**src/rtl/demux_stream_if.sv**
```systemverilog
// Handshake bundle for demux_stream: one producer-side port and NUM_OUT consumer channels.
// The master modport is the demultiplexer itself; slave is the surrounding producer/consumers.
interface demux_stream_if #(
  parameter int DATA_BITS = 32,
  parameter int OUT_BITS  = 32,
  parameter int NUM_OUT   = 4,
  parameter int CNT_BITS  = 8,
  parameter int SEL_BITS  = (NUM_OUT > 1) ? $clog2(NUM_OUT) : 1
);

  logic [DATA_BITS-1:0]        in_data;
  logic [SEL_BITS-1:0]         in_sel;
  logic                        in_bcast;
  logic                        in_valid;
  logic                        in_ready;
  logic [NUM_OUT*OUT_BITS-1:0] out_data;
  logic [NUM_OUT-1:0]          out_valid;
  logic [NUM_OUT-1:0]          out_ready;
  logic [CNT_BITS-1:0]         drop_count;

  modport master (
    input  in_data, in_sel, in_bcast, in_valid, out_ready,
    output in_ready, out_data, out_valid, drop_count
  );

  modport slave (
    output in_data, in_sel, in_bcast, in_valid, out_ready,
    input  in_ready, out_data, out_valid, drop_count
  );

endinterface

```
**src/rtl/demux_stream.sv**
```systemverilog
// Registered 1-to-NUM_OUT stream demultiplexer with a one-entry holding register per channel.
// Optional broadcast to all channels is enabled by defining DEMUX_BROADCAST_EN.
module demux_stream #(
  parameter int DATA_BITS = 32,
  parameter int OUT_BITS  = 32,
  parameter int NUM_OUT   = 4,
  parameter int CNT_BITS  = 8
) (
  input  logic          clock,
  input  logic          reset_n,
  demux_stream_if.master bus
);

  localparam int SEL_BITS = (NUM_OUT > 1) ? $clog2(NUM_OUT) : 1;

  logic [NUM_OUT-1:0]  full_q;
  logic [NUM_OUT-1:0]  full_d;
  logic [OUT_BITS-1:0] data_q [NUM_OUT];
  logic [OUT_BITS-1:0] data_d [NUM_OUT];
  logic [CNT_BITS-1:0] drop_q;
  logic [CNT_BITS-1:0] drop_d;

  logic [NUM_OUT-1:0]  can_load;
  logic [NUM_OUT-1:0]  sel_hit;
  logic [NUM_OUT-1:0]  load;
  logic                sel_ok;
  logic                bcast;
  logic                accept;

  // A channel can take a word if it is empty or its consumer drains this cycle.
  assign can_load = ~full_q | bus.out_ready;

`ifdef DEMUX_BROADCAST_EN
  assign bcast = bus.in_bcast;
`else
  logic unused_bcast;
  assign unused_bcast = bus.in_bcast;
  assign bcast        = 1'b0;
`endif

  if (OUT_BITS < DATA_BITS) begin : g_trunc
    logic unused_hi;
    assign unused_hi = |bus.in_data[DATA_BITS-1:OUT_BITS];
  end

  always_comb begin
    sel_hit = '0;
    sel_ok  = (int'(bus.in_sel) < NUM_OUT);
    for (int i = 0; i < NUM_OUT; i++) begin
      sel_hit[i] = sel_ok && (bus.in_sel == SEL_BITS'(i));
    end
  end

  // Ready never depends on in_valid; out-of-range selectors are always swallowed.
  always_comb begin
    if (bcast) begin
      bus.in_ready = &can_load;
    end else if (!sel_ok) begin
      bus.in_ready = 1'b1;
    end else begin
      bus.in_ready = |(sel_hit & can_load);
    end
  end

  assign accept = bus.in_valid && bus.in_ready;

  always_comb begin
    load   = '0;
    full_d = '0;
    drop_d = drop_q;
    for (int i = 0; i < NUM_OUT; i++) begin
      load[i]   = accept && (bcast || sel_hit[i]);
      full_d[i] = load[i] || (full_q[i] && !bus.out_ready[i]);
      data_d[i] = load[i] ? bus.in_data[OUT_BITS-1:0] : data_q[i];
    end
    if (accept && !bcast && !sel_ok && (drop_q != '1)) begin
      drop_d = drop_q + 1'b1;
    end
  end

  always_ff @(posedge clock or negedge reset_n) begin
    if (!reset_n) begin
      full_q <= '0;
      drop_q <= '0;
      for (int i = 0; i < NUM_OUT; i++) begin
        data_q[i] <= '0;
      end
    end else begin
      full_q <= full_d;
      drop_q <= drop_d;
      for (int i = 0; i < NUM_OUT; i++) begin
        data_q[i] <= data_d[i];
      end
    end
  end

  always_comb begin
    bus.out_data = '0;
    for (int i = 0; i < NUM_OUT; i++) begin
      bus.out_data[i*OUT_BITS +: OUT_BITS] = data_q[i];
    end
  end

  assign bus.out_valid  = full_q;
  assign bus.drop_count = drop_q;

endmodule

```
**src/flat_wrapper.sv**
```systemverilog
// flat-port wrapper written by rule: the top's interface ports become plain ports
module demux_stream_flat 
#(
  parameter int DATA_BITS = 32,
  parameter int OUT_BITS  = 32,
  parameter int NUM_OUT   = 4,
  parameter int CNT_BITS  = 8
)
  (clock, reset_n, bus_in_data, bus_in_sel, bus_in_bcast, bus_in_valid, bus_out_ready, bus_in_ready, bus_out_data, bus_out_valid, bus_drop_count);
  demux_stream_if #(.DATA_BITS(DATA_BITS), .OUT_BITS(OUT_BITS), .NUM_OUT(NUM_OUT), .CNT_BITS(CNT_BITS)) bus_i ();
  input  logic clock;
  input  logic reset_n;
  input wire logic [$bits(bus_i.in_data)-1:0] bus_in_data;
  input wire logic [$bits(bus_i.in_sel)-1:0] bus_in_sel;
  input wire logic [$bits(bus_i.in_bcast)-1:0] bus_in_bcast;
  input wire logic [$bits(bus_i.in_valid)-1:0] bus_in_valid;
  input wire logic [$bits(bus_i.out_ready)-1:0] bus_out_ready;
  output wire logic [$bits(bus_i.in_ready)-1:0] bus_in_ready;
  output wire logic [$bits(bus_i.out_data)-1:0] bus_out_data;
  output wire logic [$bits(bus_i.out_valid)-1:0] bus_out_valid;
  output wire logic [$bits(bus_i.drop_count)-1:0] bus_drop_count;
  assign bus_i.in_data = bus_in_data;
  assign bus_i.in_sel = bus_in_sel;
  assign bus_i.in_bcast = bus_in_bcast;
  assign bus_i.in_valid = bus_in_valid;
  assign bus_i.out_ready = bus_out_ready;
  assign bus_in_ready = bus_i.in_ready;
  assign bus_out_data = bus_i.out_data;
  assign bus_out_valid = bus_i.out_valid;
  assign bus_drop_count = bus_i.drop_count;
  demux_stream #(.DATA_BITS(DATA_BITS), .OUT_BITS(OUT_BITS), .NUM_OUT(NUM_OUT), .CNT_BITS(CNT_BITS)) u_core (.clock(clock), .reset_n(reset_n), .bus(bus_i));
endmodule
```
**config.mk**
```make
export PLATFORM = sky130hd
export DESIGN_NAME = demux_stream_flat
export DESIGN_NICKNAME = d
export VERILOG_FILES = /design/src/rtl/demux_stream_if.sv /design/src/rtl/demux_stream.sv /design/src/flat_wrapper.sv
export SDC_FILE = /design/constraint.sdc
export NUM_CORES = 1
export LEC_CHECK = 0
export ABC_AREA = 1
export CAP_MARGIN = 15
export CORE_MARGIN = 2
export CORE_UTILIZATION = 40
export CTS_CLUSTER_SIZE = 28
export DETAILED_ROUTE_END_ITERATION = 8
export DONT_BUFFER_PORTS = 1
export GPL_TIMING_DRIVEN = 1
export PLACE_DENSITY = 0.5
export SLEW_MARGIN = 20
export SYNTH_ARGS = -nofsm -noshare
export SYNTH_HDL_FRONTEND = slang
export SYNTH_SLANG_ARGS = --single-unit
```
**constraint.sdc**
```tcl
create_clock -name clock -period 1.8 [get_ports clock]
set_clock_uncertainty 0.2 [all_clocks]
set_input_delay 0.18 -clock clock [delete_from_list [all_inputs] [get_ports clock]]
set_output_delay 0.18 -clock clock [all_outputs]
set_load 0.01 [all_outputs]
```
==> run summary <==
post-synth top area share -> 59.6%
I/O pins -> 183
Setup crit end -> bus_in_ready
Crit path required time -> 1420 ps
period utilization -> 95.8%
met2 routed WL -> 8070 um
CP max FO -> 9
Slowest cell on crit path -> dlygate4sd3_1
outcome -> complete, but fails checks
ys async rst share -> 100%
first-pass GRT wire length -> 26000 um
syn_area_per_cell -> 9.09 um^2
GRT overflow -> 0
final instance area -> 0.00677 mm^2
root buf cell -> clkbuf_16
drc violations -> 0
synth cell count leaders -> nand2_1 (271), dfrtp_1 (132), nand4_1 (128), clkbuf_1 (30), buf_4 (21)
Area after DPL -> 0.00568 mm^2
top sig layer -> met4
Sink Count -> 132
Synth Cell Area -> 0.00555 mm^2
largest net degree at the start of global routing -> 133
Filler Cell Count -> 1328
simple-gate share of the synthesized area -> 34.0%
HPWL Detailed -> 10200 um
crit-path max cell delay -> 580 ps
Avg WL per Cell -> 20.1 um
die span in y -> 122 um
Leak -> 3.49 nW
clock latency at the later pin of the worst-skew pair -> 410 ps
Worst setup startpoint -> bus_in_sel[1]
final WL -> 16700 um
die area -> 0.0148 mm^2
final setup violation count -> 0
Area Overhead vs Synth -> 22.1%
clock transition at the registers of the reported paths -> 60 ps
I/O Buffers -> 0
R2R Setup Slk -> 150 ps
RSZ-0062 raised after global routing -> no
main combinational cell family by area after synthesis -> simple AND/OR/NAND/NOR gates
Critical Path Sink Type -> primary output
CP delay by family, top -> buffers and inverters
setup_tns -> 0 ps
TritonCTS clock tree -> yes
Mapped Cells -> 610
Die X -> 122 um
crit path buf inv count -> 3
top cells by area, synth -> dfrtp_1 (60%), nand2_1 (18%), nand4_1 (14%)
pwr/cell area -> 1310 mW/mm^2
Synth Area in Adders -> 0%
worst-case reg-to-reg path depth -> 9
Initial Utilization -> 40.4%
CP Depth -> 7
Max-cap violations -> 0
peak supply drop -> 0.000634 V
post-route ant nets -> 0
launch point of the worst reg-to-reg path -> u_core.bus.out_valid[3]$_DFF_PN0_
fraction of layout cells with a size suffix above 1 -> 10.6%
vias -> 4484
crit start category -> input port
sequential area share after synthesis -> 59.6%
DR WL met3 -> 1420 um
Distinct cells, synth -> 15
row cnt -> 43
number of synthesis warnings -> 0
failing checks -> hold timing
Crit Path Class -> input port to primary output
Critical R2R Capture -> u_core.bus.out_data[44]$_DFFE_PN0P_
total CTS buffers -> 17
number of flops mapped to enable cells by yosys -> 0
GRT Overall Usage -> 23.2%
Synth Area in Compound Gates -> 0%
# placed instances -> 758
Synth Register Bits -> 132
final hold violations -> 261
initial antenna violation count -> 0
ant diodes -> 0
Most Frequent Cell on Critical Path -> nand2_1
vias in the first global route -> 4535
Main synth FF type -> dfrtp_1
vias per cell -> 5.38
core box area -> 0.0137 mm^2
count leader, synth -> nand2_1
Placer Congestion -> 0.784
mux contribution to synthesized area -> 0%
nets -> 682
Layout Cells excl Fill -> 833
HP Class -> input port to asynchronous set/reset pin
drt pass-1 iters -> 4
XOR/XNOR Fraction of Synth Area -> 0%
detailed-routing wirelength on met1 -> 6910 um
Tmin final -> 1720 ps
area leader, netlist -> dfrtp_1
Arr. time, crit path -> 1340 ps
FMAX -> 0.580 GHz
hold_ws -> -742 ps
Cell Chain, Critical Path -> dlygate4sd3_1 > nor2_4 > nand2_1 > nand2_1 > inv_2 > nand2_8 > buf_12
depth of the CTS H-tree -> 4
Iter 0 DRT Violations -> 341
final slew viol count -> 0
CTS Buffer Depth -> 2
-- layout by cell type (no fill, tap or decap), types with 4 or more instances in the layout --
cell type      netlist  layout
nand4_1            128     128
buf_4               21      22
inv_2                5       5
dlygate4sd3_1        0      37
conb_1               1       8
dfrtp_1            132     132
clkinv_2             0       6
clkbuf_16            0      18
nand2_1            271     271
inv_1                4       4
buf_12               0       4
-- stage by stage --
step | utilization [%] | worst slack, ps | total power [mW]
floorplan | - | 327 | 4.97
CTS | 48.7 | 13.3 | 8.95
detailed placement | 41.4 | 128 | 5.26
global placement | 41.4 | 140 | 5.21
finish | 49.3 | 76.4 | 8.90
global route | 49.3 | 3.46 | 9.33
-- worst min path at each step --
| stage | start | slack (ps) | endpoint |
|---|---|---|---|
| floorplan | reset_n | -320 | u_core.bus.out_data[0]$_DFFE_PN0P_ |
| global placement | reset_n | -310 | u_core.bus.out_data[6]$_DFFE_PN0P_ |
| detailed placement | reset_n | -310 | u_core.bus.out_data[6]$_DFFE_PN0P_ |
| CTS | reset_n | -760 | u_core.bus.out_data[3]$_DFFE_PN0P_ |
| global route | reset_n | -760 | u_core.bus.out_data[3]$_DFFE_PN0P_ |
| finish | reset_n | -740 | u_core.bus.out_data[1]$_DFFE_PN0P_ |
-- area by class of cell --
| cell class | count | area [um^2] | share of cell area (%) |
|---|---|---|---|
| timing repair buffer | 65 | 673 | 9.94 |
| clock buffer | 22 | 474 | 7.00 |
| sequential | 132 | 3300 | 48.8 |
| tap | 180 | 225 | 3.33 |
| multi-input combinational | 415 | 1930 | 28.5 |
| inverter | 9 | 33.8 | 0.499 |
| clock inverter | 10 | 129 | 1.90 |
-- where the power goes --
part / internal (mW) / switching, mW
registers: 3.59 / 0.783
clock network: 2.27 / 1.25
logic: 0.416 / 0.587
-- routing by layer --
layer / track usage, % / vias up
li1: - / 2107
met1: 28.9 / 2195
met2: 37.6 / 158
met3: 7.68 / 24
met4: 8.69 / 0
met5: 0 / -
-- timing repair --
action | CTS | global route
pin swaps | 0 | 1
endpoints found under the hold margin | 264 | 262
cloned | 1 | 1
gates resized for setup | 3 | 1
hold buffers | 36 | 1
endpoints found under the setup margin | 1 | 24
setup buffers | 0 | 4
-- cell families (layout without fill, tap and decap cells) --
logic type / after synthesis / count (layout)
buffers and inverters: 70 / 106
DFF: 132 / 132
other: 1 / 8
and+or+nand+nor: 407 / 407
-- flip-flops by register name, indices dropped and copies added, names as in the netlist --
signal,cells
u_core.bus.out_data,128
u_core.bus.out_valid,4
No activity file was read; power rests on OpenSTA's default activity.
